===== src/rtl/isa_types.sv =====
`default_nettype none
// ============================================================================
// Module      : isa_types (package)
// Description : Shared ISA-level types for the hart. Holds the data/address
//               width, register index type, access width encoding, the
//               load/store unit state encoding, the load/store funct3
//               constants and a helper that maps funct3 to an access
//               width plus the zero-extend flag.
// Revision    : 1.0 - initial release with load/store unit support
// ============================================================================
package isa_types;

    localparam int XLEN = 32;

    typedef logic [4:0] rv_reg_t;

    // Access width, shared by loads and stores
    typedef enum logic [1:0] {
        WIDTH_BYTE = 2'd0,
        WIDTH_HALF = 2'd1,
        WIDTH_WORD = 2'd2
    } write_width_t;

    typedef enum logic [1:0] {
        LSU_IDLE      = 2'd0,
        LSU_REQ       = 2'd1,
        LSU_WAIT_RESP = 2'd2,
        LSU_DONE      = 2'd3
    } lsu_state_t;

    // OPCODE_LOAD funct3
    localparam logic [2:0] C_FUNCT3_LB  = 3'b000;
    localparam logic [2:0] C_FUNCT3_LH  = 3'b001;
    localparam logic [2:0] C_FUNCT3_LW  = 3'b010;
    localparam logic [2:0] C_FUNCT3_LBU = 3'b100;
    localparam logic [2:0] C_FUNCT3_LHU = 3'b101;

    // OPCODE_STORE funct3
    localparam logic [2:0] C_FUNCT3_SB  = 3'b000;
    localparam logic [2:0] C_FUNCT3_SH  = 3'b001;
    localparam logic [2:0] C_FUNCT3_SW  = 3'b010;

    typedef struct packed {
        write_width_t width;
        logic         is_unsigned;
    } mem_access_t;

    // funct3[1:0] selects the width, funct3[2] selects zero-extension.
    // The unsigned flag is meaningless for stores and is ignored there.
    function automatic mem_access_t decode_mem_funct3(input logic [2:0] funct3);
        mem_access_t acc;
        acc.is_unsigned = funct3[2];
        case (funct3[1:0])
            2'b00:   acc.width = WIDTH_BYTE;
            2'b01:   acc.width = WIDTH_HALF;
            default: acc.width = WIDTH_WORD;
        endcase
        return acc;
    endfunction

endpackage
`default_nettype wire


===== src/rtl/load_store_unit_lane_format.sv =====
`default_nettype none
// ============================================================================
// Module      : lsu_lane_format
// Description : Purely combinational lane logic for the load/store unit.
//               Generates byte enables, replicates store data across lanes
//               and shifts/extends returned load data.
// Ports       : width        in  access width
//               is_unsigned  in  zero-extend loads when 1
//               addr_lo      in  aligned byte offset within the word
//               store_data   in  raw store data (low bits significant)
//               load_data    in  raw word from the bus
//               byte_en      out byte-lane enables
//               store_lanes  out lane-replicated store data
//               load_result  out shifted and extended load value
// Revision    : 1.0 - initial release
// ============================================================================
module lsu_lane_format
    import isa_types::*;
(
    input  write_width_t    width,
    input  logic            is_unsigned,
    input  logic [1:0]      addr_lo,
    input  logic [XLEN-1:0] store_data,
    input  logic [XLEN-1:0] load_data,
    output logic [3:0]      byte_en,
    output logic [XLEN-1:0] store_lanes,
    output logic [XLEN-1:0] load_result
);

    logic [XLEN-1:0] w_shifted;
    logic            w_sign_byte;
    logic            w_sign_half;

    // Bring the addressed byte/halfword down to bit 0
    assign w_shifted   = load_data >> {addr_lo, 3'b000};
    assign w_sign_byte = ~is_unsigned & w_shifted[7];
    assign w_sign_half = ~is_unsigned & w_shifted[15];

    always_comb begin
        byte_en     = 4'b1111;
        store_lanes = store_data;
        load_result = w_shifted;
        case (width)
            WIDTH_BYTE: begin
                byte_en     = 4'b0001 << addr_lo;
                store_lanes = {4{store_data[7:0]}};
                load_result = {{(XLEN-8){w_sign_byte}}, w_shifted[7:0]};
            end
            WIDTH_HALF: begin
                byte_en     = 4'b0011 << {addr_lo[1], 1'b0};
                store_lanes = {2{store_data[15:0]}};
                load_result = {{(XLEN-16){w_sign_half}}, w_shifted[15:0]};
            end
            default: ;
        endcase
    end

endmodule
`default_nettype wire


===== src/rtl/load_store_unit.sv =====
`default_nettype none
// ============================================================================
// Module      : load_store_unit
// Description : Memory-access stage. Accepts one decoded load/store at a
//               time, issues a single word-aligned bus access with byte
//               enables and lane steering, and returns the extended load
//               result for writeback.
// Macro       : LSU_MISALIGNED_TRAP_EN - when defined, misaligned halfword
//               and word accesses raise fault instead of touching the bus.
//               When undefined the low address bits are forced aligned.
// Ports       : clk, rst_n (sync, active-low)
//               req_*   decode-side valid/ready request
//               mem_*   data bus request/grant/response
//               done_valid, wb_valid, wb_rd, wb_data, fault  retire side
// Revision    : 1.0 - initial release
// ============================================================================
module load_store_unit
    import isa_types::*;
(
    input  logic            clk,
    input  logic            rst_n,
    input  logic            req_valid,
    output logic            req_ready,
    input  logic            req_is_store,
    input  write_width_t    req_width,
    input  logic            req_unsigned,
    input  logic [XLEN-1:0] req_addr,
    input  logic [XLEN-1:0] req_wdata,
    input  rv_reg_t         req_rd,
    output logic            mem_req,
    output logic            mem_we,
    output logic [XLEN-1:0] mem_addr,
    output logic [3:0]      mem_be,
    output logic [XLEN-1:0] mem_wdata,
    input  logic            mem_gnt,
    input  logic            mem_rvalid,
    input  logic [XLEN-1:0] mem_rdata,
    output logic            done_valid,
    output logic            wb_valid,
    output rv_reg_t         wb_rd,
    output logic [XLEN-1:0] wb_data,
    output logic            fault
);

    lsu_state_t      r_state;
    lsu_state_t      w_state_next;

    // Captured request
    logic            r_is_store;
    write_width_t    r_width;
    logic            r_unsigned;
    logic [1:0]      r_addr_lo;
    rv_reg_t         r_rd;

    // Bus-side registers: held steady for the whole REQ phase
    logic [XLEN-1:0] r_mem_addr;
    logic [3:0]      r_mem_be;
    logic [XLEN-1:0] r_mem_wdata;

    logic [XLEN-1:0] r_wb_data;
    rv_reg_t         r_wb_rd;

    logic            w_accept;
    logic [1:0]      w_req_lo;
    logic            w_misaligned;
    logic            w_trapped;

    write_width_t    w_fmt_width;
    logic            w_fmt_unsigned;
    logic [1:0]      w_fmt_lo;
    logic [3:0]      w_fmt_be;
    logic [XLEN-1:0] w_fmt_wdata;
    logic [XLEN-1:0] w_fmt_rdata;

    assign w_accept = (r_state == LSU_IDLE) && req_valid;

    // Drop offset bits that a naturally aligned access of this width cannot
    // carry. With the trap enabled such requests never reach the bus, so
    // forcing alignment unconditionally is harmless in both builds.
    always_comb begin
        w_req_lo = req_addr[1:0];
        case (req_width)
            WIDTH_HALF: w_req_lo = {req_addr[1], 1'b0};
            WIDTH_BYTE: w_req_lo = req_addr[1:0];
            default:    w_req_lo = 2'b00;
        endcase
    end

`ifdef LSU_MISALIGNED_TRAP_EN
    logic r_fault;

    always_comb begin
        w_misaligned = 1'b0;
        case (req_width)
            WIDTH_HALF: w_misaligned = req_addr[0];
            WIDTH_BYTE: w_misaligned = 1'b0;
            default:    w_misaligned = (req_addr[1:0] != 2'b00);
        endcase
    end

    always_ff @(posedge clk) begin
        if (!rst_n) begin
            r_fault <= 1'b0;
        end else if (w_accept) begin
            r_fault <= w_misaligned;
        end
    end

    assign w_trapped = r_fault;
`else
    assign w_misaligned = 1'b0;
    assign w_trapped    = 1'b0;
`endif

    // The formatter sees the live request while idle (to build the bus
    // image at acceptance) and the captured request afterwards (to format
    // the returning load data).
    assign w_fmt_width    = (r_state == LSU_IDLE) ? req_width    : r_width;
    assign w_fmt_unsigned = (r_state == LSU_IDLE) ? req_unsigned : r_unsigned;
    assign w_fmt_lo       = (r_state == LSU_IDLE) ? w_req_lo     : r_addr_lo;

    lsu_lane_format u_lane_format (
        .width       (w_fmt_width),
        .is_unsigned (w_fmt_unsigned),
        .addr_lo     (w_fmt_lo),
        .store_data  (req_wdata),
        .load_data   (mem_rdata),
        .byte_en     (w_fmt_be),
        .store_lanes (w_fmt_wdata),
        .load_result (w_fmt_rdata)
    );

    // ------------------------------------------------------------------
    // Datapath registers
    // ------------------------------------------------------------------
    always_ff @(posedge clk) begin
        if (!rst_n) begin
            r_is_store  <= 1'b0;
            r_width     <= WIDTH_BYTE;
            r_unsigned  <= 1'b0;
            r_addr_lo   <= 2'b00;
            r_rd        <= '0;
            r_mem_addr  <= '0;
            r_mem_be    <= 4'b0000;
            r_mem_wdata <= '0;
            r_wb_rd     <= '0;
            r_wb_data   <= '0;
        end else begin
            if (w_accept) begin
                r_is_store <= req_is_store;
                r_width    <= req_width;
                r_unsigned <= req_unsigned;
                r_addr_lo  <= w_req_lo;
                r_rd       <= req_rd;
                // A trapped access leaves the bus image untouched
                if (!w_misaligned) begin
                    r_mem_addr  <= {req_addr[XLEN-1:2], 2'b00};
                    r_mem_be    <= w_fmt_be;
                    r_mem_wdata <= w_fmt_wdata;
                end
            end
            if ((r_state == LSU_WAIT_RESP) && mem_rvalid) begin
                r_wb_rd   <= r_rd;
                r_wb_data <= w_fmt_rdata;
            end
        end
    end

    assign mem_addr  = r_mem_addr;
    assign mem_be    = r_mem_be;
    assign mem_wdata = r_mem_wdata;
    assign wb_rd     = r_wb_rd;
    assign wb_data   = r_wb_data;

    // ------------------------------------------------------------------
    // Control FSM
    // ------------------------------------------------------------------
    always_ff @(posedge clk) begin
        if (!rst_n) begin
            r_state <= LSU_IDLE;
        end else begin
            r_state <= w_state_next;
        end
    end

    always_comb begin
        w_state_next = r_state;
        req_ready    = 1'b0;
        mem_req      = 1'b0;
        mem_we       = 1'b0;
        done_valid   = 1'b0;
        wb_valid     = 1'b0;
        fault        = 1'b0;
        case (r_state)
            LSU_IDLE: begin
                req_ready = 1'b1;
                if (req_valid) begin
                    w_state_next = w_misaligned ? LSU_DONE : LSU_REQ;
                end
            end
            LSU_REQ: begin
                mem_req = 1'b1;
                mem_we  = r_is_store;
                if (mem_gnt) begin
                    w_state_next = r_is_store ? LSU_DONE : LSU_WAIT_RESP;
                end
            end
            LSU_WAIT_RESP: begin
                if (mem_rvalid) begin
                    w_state_next = LSU_DONE;
                end
            end
            LSU_DONE: begin
                done_valid   = 1'b1;
                wb_valid     = ~r_is_store & ~w_trapped;
                fault        = w_trapped;
                w_state_next = LSU_IDLE;
            end
            default: w_state_next = LSU_IDLE;
        endcase
    end

endmodule
`default_nettype wire


===== config.mk =====
export PLATFORM = sky130hd
export DESIGN_NAME = load_store_unit
export DESIGN_NICKNAME = d
export VERILOG_FILES = /design/src/rtl/isa_types.sv /design/src/rtl/load_store_unit_lane_format.sv /design/src/rtl/load_store_unit.sv
export SDC_FILE = /design/constraint.sdc
export NUM_CORES = 1
export LEC_CHECK = 0
export CAP_MARGIN = 5
export CORE_ASPECT_RATIO = 1.75
export CORE_UTILIZATION = 45
export CTS_CLUSTER_SIZE = 8
export DETAILED_ROUTE_END_ITERATION = 7
export PLACE_DENSITY_LB_ADDON = 0.15
export SYNTH_ARGS = -nofsm -noshare
export SYNTH_HDL_FRONTEND = slang
export SYNTH_SLANG_ARGS = --single-unit

===== constraint.sdc =====
create_clock -name clk -period 4.9 [get_ports clk]
set_clock_uncertainty 0.05 [all_clocks]
set_input_delay 0.98 -clock clk [delete_from_list [all_inputs] [get_ports clk]]
set_output_delay 0.98 -clock clk [all_outputs]
set_load 0.03 [all_outputs]

==> results.cfg, run 1 <==
[logic_synthesis]
synth_area_mm2 = 0.00533
async_flop_share_pct = 0
synth_mux_area_share_pct = 6.59
synth_flop_cell = dfxtp_1
synth_cell_types = 48
synth_compound_area_share_pct = 24.4
synth_fa_ha_area_share_pct = 0.939
synth_edf_count = 0
ys_seq_area_share_pct = 43.5
synth_xor_area_share_pct = 0
syn_avg_cell_area_um2 = 8.42
yosysWarnings = 0
synth_top_family_by_area = compound AO/OA/AOI/OAI gates
synth-simple-area-share_pct = 19.9
synth_cells = 633
synth-seq-cells = 116

[routing]
post_drt_wl_per_cell_um = 17.3
wl_mm = 16.8
drt_iter0_markers = 273
dr.pass1.iters = 7
vias = 5283
drc_errors = 30
viasPerCell = 5.42
antenna_left = 0

[worst_setup_path]
crit_family = compound AO/OA/AOI/OAI gates
crit_fanout = 18
crit_slowest_cell = clkdlybuf4s50_1
crit_path_cell_trace = clkdlybuf4s50_1 -> and4bb_4 -> or2_1 -> and3_4 -> a311o_1 -> a21oi_2 -> o221a_2
path_buf_inv = 1
endpoint_kind = register
cp.required_ns = 5.20
worst-setup-path-type = in2reg
arrival_ns = 3.89
cp-start-kind = primary input
critPathMaxStageDelay_ns = 0.71

[sta]
hold_viol = 0
fin_crit_sh_pct = 73.3
timing.fmax_mhz = 279
slew_headroom_pct = 26.7
fin_crit_ns = 3.59
rsz0062_at_grt = no
slew_viol_final = 0
final-setup-viol-count = 0
tightest_slew_ns = 1.10
fin_tns_setup_ns = 0
layout_setup_ws_ns = 1.31

[grt]
grt_remaining_overflow = 0
track_usage_pct = 27.4
grt_pass1_vias = 5336
grt_pass1_wl_mm = 26.4
grt_max_degree = 124
antenna_found_initial = 0

[outcome]
violations = design-rule violations
status = finished, violations left

[clock_network]
hold_buffers = 0
root_buffer = clkbuf_16
numCtsBuffers = 17
cts_tree = built
insertion_delay_ns = 0.41
cts.clk_slew.worst_paths_ns = 0.05
post_cts_resized = 0
htree_levels = 4
clock-sinks = 116
clock_path_buffers = 2
cts_setup_buffers = 0

[place]
dp_slack_ns = 0.936
routabilityCongestion = 0.912
place_hpwl_mm = 11.9
io_buffers = 217
dp.cells = 943

[die]
start_util_pct = 46.0
rows = 52
die_w_um = 84.3
design.portCount = 221
core_mm2 = 0.0116
dieArea_mm2 = 0.0123
die_h_um = 146

[power]
powerDensity_mw_per_mm2 = 538
leakage_nw = 3.33
vdd_ir_drop_max_uv = 297

[cells_and_area]
syn_to_final_growth_pct = 50.8
instances_no_fill = 974
fillerInstances = 966
antenna_cells = 0
drive_gt1_share_pct = 6.67
nets = 942

[min_path]
hp-class = reg2reg

[job]
maxCapViolations = 0
-- Yosys cell counts (2+ instances only) --
library cell	instances	area share (%)
a21oi_2	2	0.33
nor2_1	14	0.99
a311o_1	10	1.9
nand2b_1	2	0.23
buf_4	3	0.42
clkbuf_1	38	2.7
and3b_1	2	0.33
a211oi_1	2	0.28
a21oi_1	14	1.3
a31oi_1	2	0.23
nand3b_1	2	0.28
dfxtp_1	116	44
a32oi_1	7	1.1
o21ai_0	20	1.9
and3_1	8	0.94
nand2_1	198	14
o221a_2	6	1.3
nor2b_1	6	0.70
ha_1	4	0.94
inv_1	5	0.35
o211a_1	17	3.2
and2_1	3	0.35
a41o_1	7	1.3
buf_6	2	0.42
buf_1	9	0.63
nor3_1	3	0.28
o211ai_1	8	1.1
a21boi_0	62	8.7
nand3_1	9	0.84
mux2i_1	34	6.4
-- cells in the final DEF (no fill, tap or decap), types with 7 or more instances in the layout --
cell	n
a21boi_0	62
a21oi_1	14
a311o_1	10
a32oi_1	7
a41o_1	7
and3_1	8
buf_4	10
clkbuf_16	17
clkdlybuf4s50_1	216
clkinv_2	7
dfxtp_1	116
mux2i_1	34
nand2_1	197
nand3_1	9
nor2_1	14
o211a_1	17
o211ai_1	8
o21ai_0	20
-- metal layers --
| layer | vias to the layer above | wire length [um] | global-route usage [%] |
|---|---|---|---|
| met3 | 36 | 1270 | 7.32 |
| met2 | 214 | 8960 | 50.4 |
| met5 | - | 0 | 0 |
| met1 | 2450 | 6000 | 27.8 |
| met4 | 0 | 592 | 14.1 |
| li1 | 2583 | - | - |
-- cells by family (layout without fill, tap and decap cells) --
logic type               count (synthesis)  count (layout)
flip-flops                             116             116
buffers and inverters                   58             262
AO/OA/AOI/OAI                          166             166
multiplexers                            35              35
adder cells (fa/ha/maj)                  4               4
other                                    1               3
AND/OR/NAND/NOR                        253             253
-- cell type report --
class                      count  area [um^2]  share of cell area (%)
clock buffer                  19          443                    5.51
tap                          135          169                    2.10
multi-input combinational    461         2780                    34.6
clock inverter                11         65.1                   0.809
timing repair buffer         227         2240                    27.9
sequential                   116         2320                    28.9
inverter                       5         18.8                   0.233
-- power by group --
group	switching, mW	total, mW	internal [mW]
clock network	0.425	1.07	0.644
registers	0.113	1.26	1.15
logic	1.22	1.99	0.778
total	1.75	4.32	2.57
-- metrics by stage --
step / hold slack (ns) / area, um^2 / power [mW] / utilization (%)
after global routing: 0.439 / 8040 / 4.55 / 69.4
after global placement: 0.402 / 7530 / 3.21 / 65.0
after floorplan: 0.391 / 5340 / 2.54 / -
after detailed placement: 0.409 / 7530 / 3.26 / 65.0
final: 0.414 / 8040 / 4.32 / 69.4
after CTS: 0.417 / 8040 / 4.34 / 69.4
-- flip-flops by register name (all words and copies together) (netlist names), 2 cells and up --
| register | count |
|---|---|
| mem_addr | 30 |
| mem_wdata | 32 |
| r_state | 2 |
| r_rd | 5 |
| wb_rd | 5 |
| r_width | 2 |
| wb_data | 32 |
| r_addr_lo | 2 |
| mem_be | 4 |
-- worst paths after layout --
path,slack [ns],depth (start not counted),start,endpoint
worst min register to register,0.41,2,mem_addr[28],mem_addr[28]
worst max-delay path,1.31,7,req_width[1],wb_data[16]
worst max register to register,1.59,8,r_state[0],wb_data[16]
worst min-delay path,0.41,2,mem_addr[28],mem_addr[28]
-- tightest hold or removal path: cells and delay by family (launching register included) --
family / cells / cell delay (ns)
AOI/OAI and AO/OA: 1 / 0.06
DFF: 1 / 0.30
and+or+nand+nor: 1 / 0.04
Power figures use the tool's default switching activity.
==> run 2, diff against run 1 <==
CORE_UTILIZATION = 43   (was 45)
clock period = 3.6 ns   (was 4.9 ns; I/O delays follow)
==> run 2 against run 1 <==
  * The run now ends clean
  * Power rose by 43%
  * Die area increased by 4.6%
  * Critical path depth down 4
  * Largest cell class unchanged
==> results.cfg, run 2 (synthesized netlist as in run 1, its figures left out) <==
[cells_and_area]
antenna_cells = 0
final_cell_mix = 216 x clkdlybuf4s50_1, 197 x nand2_1, 116 x dfxtp_1
syn_to_final_growth_pct = 54.2
drive_gt1_share_pct = 7.10
layout_commonest_cell = clkdlybuf4s50_1
fin_util_pct = 68.1
fillerInstances = 1021
ff_latch_area_mm2 = 0.00232
design_area_mm2 = 0.00822
multi_input_area_mm2 = 0.00278
nets = 946
instances_no_fill = 1010

[outcome]
status = complete, no violations

[worst_setup_path]
reg2reg_slack_ns = 0.73
crit_family = buffers and inverters
crit_fanout = 19
critPathMaxStageDelay_ns = 0.81
arrival_ns = 2.27
crit_path_cell_trace = inv_1 -> ha_1 -> clkdlybuf4s50_1
cp-start-kind = register
endpoint_kind = primary output
crit_slowest_cell = clkdlybuf4s50_1
worst-setup-path-type = reg2out
path_buf_inv = 2
cp.required_ns = 2.83

[power]
power_frac_seq_pct = 27.7
swShare_pct = 38.4
p_sw_mw = 2.38
power_frac_comb_pct = 43.9
p_int_mw = 3.82
power_frac_clock_pct = 28.4
total_power_mw = 6.19
powerDensity_mw_per_mm2 = 753
vdd_ir_drop_max_uv = 483
leakage_nw = 3.41

[routing]
wl_mm = 16.8
antenna_left = 0
drt_iter0_markers = 243
drc_errors = 0
post_drt_wl_per_cell_um = 16.6
dr.pass1.iters = 4
viasPerCell = 5.39
vias = 5443

[die]
die_h_um = 149
die_w_um = 86.2
rows = 53
start_util_pct = 44.2
core_mm2 = 0.0121
dieArea_mm2 = 0.0129
design.portCount = 221

[place]
place_hpwl_mm = 12.2
routabilityCongestion = 0.884
dp.cells = 978
dp_slack_ns = 0.478
io_buffers = 217
placed_cell_area_mm2 = 0.00760

[sta]
final-setup-viol-count = 0
tightest_slew_ns = 0.781
fin_crit_sh_pct = 84.5
hold_viol = 0
timing.fmax_mhz = 329
rsz0062_at_grt = no
fin_tns_setup_ns = 0
slew_headroom_pct = 47.8
fin_hold_ws_ns = 0.409
layout_setup_ws_ns = 0.560
fin_crit_ns = 3.04
slew_viol_final = 0

[min_path]
hp-class = reg2reg

[clock_network]
htree_levels = 4
cts_tree = built
root_buffer = clkbuf_16
cts_setup_buffers = 0
clock-sinks = 116
numCtsBuffers = 17
cts.clk_slew.worst_paths_ns = 0.05
hold_buffers = 0
insertion_delay_ns = 0.41
post_cts_resized = 0
clock_path_buffers = 2

[grt]
grt_remaining_overflow = 0
track_usage_pct = 26.2
grt_max_degree = 73
antenna_found_initial = 0
grt_pass1_vias = 5420
grt_pass1_wl_mm = 26.2

[job]
maxCapViolations = 0
==> run 2: cell types whose count changed in the layout (fill, tap and decap cells not counted) <==
cell,before,now
buf_4,10,15
bufinv_16,0,4
clkinvlp_4,4,0
clkbuf_1,1,3
clkinv_2,7,5
clkbuf_2,1,0
clkbuf_8,1,2
clkinv_4,0,1
==> run 2: layout make-up <==
cell class                 instances  share of cell area, %
clock buffer                      22                   5.65
clock inverter                    10                   1.87
inverter                           5                  0.228
multi-input combinational        461                   33.8
sequential                       116                   28.2
tap                              165                   2.51
timing repair buffer             231                   27.7
==> run 2: power groups by stage <==
stage               combinational, mW  sequential [mW]  clock [mW]
floorplan                        1.27             2.19           0
global placement                 2.66             1.73           0
detailed placement               2.72             1.74           0
CTS                              2.73             1.72        1.79
global route                     2.92             1.74        1.83
finish                           2.72             1.72        1.76
==> run 2: worst paths after layout <==
| path | start | depth (start not counted) | endpoint |
|---|---|---|---|
| hold / removal | mem_wdata[7] | 2 | mem_wdata[7] |
| setup reg to reg | r_state[0] | 8 | wb_data[18] |
| hold reg to reg | mem_wdata[7] | 2 | mem_wdata[7] |
| setup / recovery | r_state[0] | 3 | req_ready |
==> run 2: worst min-delay path: stages (launching register included) <==
cell	delay [ns]
dfxtp_1	0.30
nand2_1	0.04
a21boi_0	0.06
==> run 2: per-layer routing <==
layer  wire length, um  GRT usage [%]  up-vias
met3              1340           8.14       45
met1              6060           27.2     2557
met2              8660           46.4      243
li1                  -              -     2598
met4               691           13.7        0
met5                 0              0        -
==> run 3, diff against run 2 <==
CORE_UTILIZATION = 39   (was 43)
clock period = 2.7 ns   (was 3.6 ns; I/O delays follow)
==> run 3 against run 2 <==
  * Global-route usage shrank 1.7 points
  * Combinational power up 39%
  * Cell count grew 2.1%
  * Design area up 1.6%
  * Register-to-register slack got worse by 0.62 ns
  * Count of clock-buffer cells in the layout did not move
  * Sequential share of layout area down 0.45 points
==> results.cfg, run 3 (synthesized netlist as in run 1, its figures left out) <==
[routing]
wl_mm = 17.4
drt_iter0_markers = 216
drc_errors = 0
antenna_left = 0
viasPerCell = 5.22
dr.pass1.iters = 5
post_drt_wl_per_cell_um = 16.8
vias = 5386

[clock_network]
root_buffer = clkbuf_16
clock_path_buffers = 2
numCtsBuffers = 17
htree_levels = 4
clock-sinks = 116
cts.clk_slew.worst_paths_ns = 0.05
insertion_delay_ns = 0.40
hold_buffers = 0
cts_tree = built

[sta]
fin_crit_sh_pct = 96.0
fin_tns_setup_ns = 0
fin_crit_ns = 2.59
timing.fmax_mhz = 386
tightest_slew_ns = 0.551
final-setup-viol-count = 0
slew_viol_final = 0
layout_setup_ws_ns = 0.108
rsz0062_at_grt = no
hold_viol = 0
slew_headroom_pct = 62.8

[grt]
grt_pass1_vias = 5383
track_usage_pct = 24.5
grt_remaining_overflow = 0
grt_pass1_wl_mm = 27.2
grt_max_degree = 124
antenna_found_initial = 0

[worst_setup_path]
startpoint = r_state[0]
cp-start-kind = register
cp.required_ns = 2.93
crit_fanout = 9
crit_top_cell = buf_4
crit_path_cell_trace = inv_1 -> ha_2 -> buf_4 -> and3b_1 -> a31o_2 -> and3_1 -> a31oi_2 -> buf_4 -> a211oi_4 -> buf_4 -> a311o_1
arrival_ns = 2.83
critPathMaxStageDelay_ns = 0.40
crit_family = compound AO/OA/AOI/OAI gates
path_buf_inv = 4
worst-setup-path-type = reg2reg
crit-reg2reg-launch = r_state[0]
endpoint_kind = register
crit_slowest_cell = dfxtp_1

[cells_and_area]
final_cell_mix = 216 x clkdlybuf4s50_1, 197 x nand2_1, 116 x dfxtp_1
syn_to_final_growth_pct = 56.7
drive_gt1_share_pct = 8.87
nets = 959
antenna_cells = 0
design_area_mm2 = 0.00836
instances_no_fill = 1031
layout_commonest_cell = clkdlybuf4s50_1

[power]
total_power_mw = 8.29
leakage_nw = 3.46
vdd_ir_drop_max_uv = 542
powerDensity_mw_per_mm2 = 992

[place]
dp.cells = 998
io_buffers = 217
placed_cell_area_mm2 = 0.00775
place_hpwl_mm = 12.6
routabilityCongestion = 0.875
dp_slack_ns = -0.152

[die]
dieArea_mm2 = 0.0142
rows = 56
design.portCount = 221
core_mm2 = 0.0134
start_util_pct = 39.8
die_h_um = 157
die_w_um = 90.4

[min_path]
hp-class = reg2reg
holdCritStartpoint = mem_addr[6]

[outcome]
status = complete, no violations

[job]
maxCapViolations = 0
run 3: final timing paths:
kind	endpoint	cells after the start	slack, ns
worst max register to register	wb_data[31]	11	0.11
worst min-delay path	mem_addr[6]	2	0.41
worst min register to register	mem_addr[6]	2	0.41
worst max-delay path	wb_data[31]	11	0.11
run 3: power breakdown:
group	internal (mW)	leakage (nW)	switching [mW]	total, mW
Sequential	2.08	0.949	0.208	2.29
Clock	1.44	0.284	0.771	2.21
Combinational	1.55	2.23	2.23	3.78
run 3: tightest hold or removal path, stage by stage (launching register included):
cell and delay (ns):
dfxtp_1 0.30, nand2_1 0.05, a21boi_0 0.06
run 3: stage by stage:
step	utilization, %	hold slack [ns]
finish	62.4	0.412
floorplan	-	0.391
CTS	62.3	0.415
detailed placement	57.9	0.410
global placement	57.9	0.398
global route	62.4	0.440
run 3: repair_timing:
item / 4_1_cts / 5_1_grt
endpoints found under the setup margin: 0 / 20
resized for setup: 0 / 2
setup buffers: 0 / 1
run 3: layer usage:
layer | track usage, % | part of all wire [%] | up-vias
li1 | - | - | 2623
met1 | 24.9 | 37 | 2535
met5 | 0 | 0 | -
met2 | 45.1 | 54 | 189
met4 | 13.8 | 3.8 | 0
met3 | 6.27 | 5.9 | 39
run 3: layout make-up:
| type | count | area (um^2) |
|---|---|---|
| Clock buffer | 22 | 484 |
| Clock inverter | 9 | 103 |
| Fill cell | 1177 | 5030 |
| Inverter | 5 | 18.8 |
| Multi-Input combinational cell | 461 | 2790 |
| Sequential cell | 116 | 2320 |
| Tap cell | 174 | 218 |
| Timing Repair Buffer | 244 | 2420 |
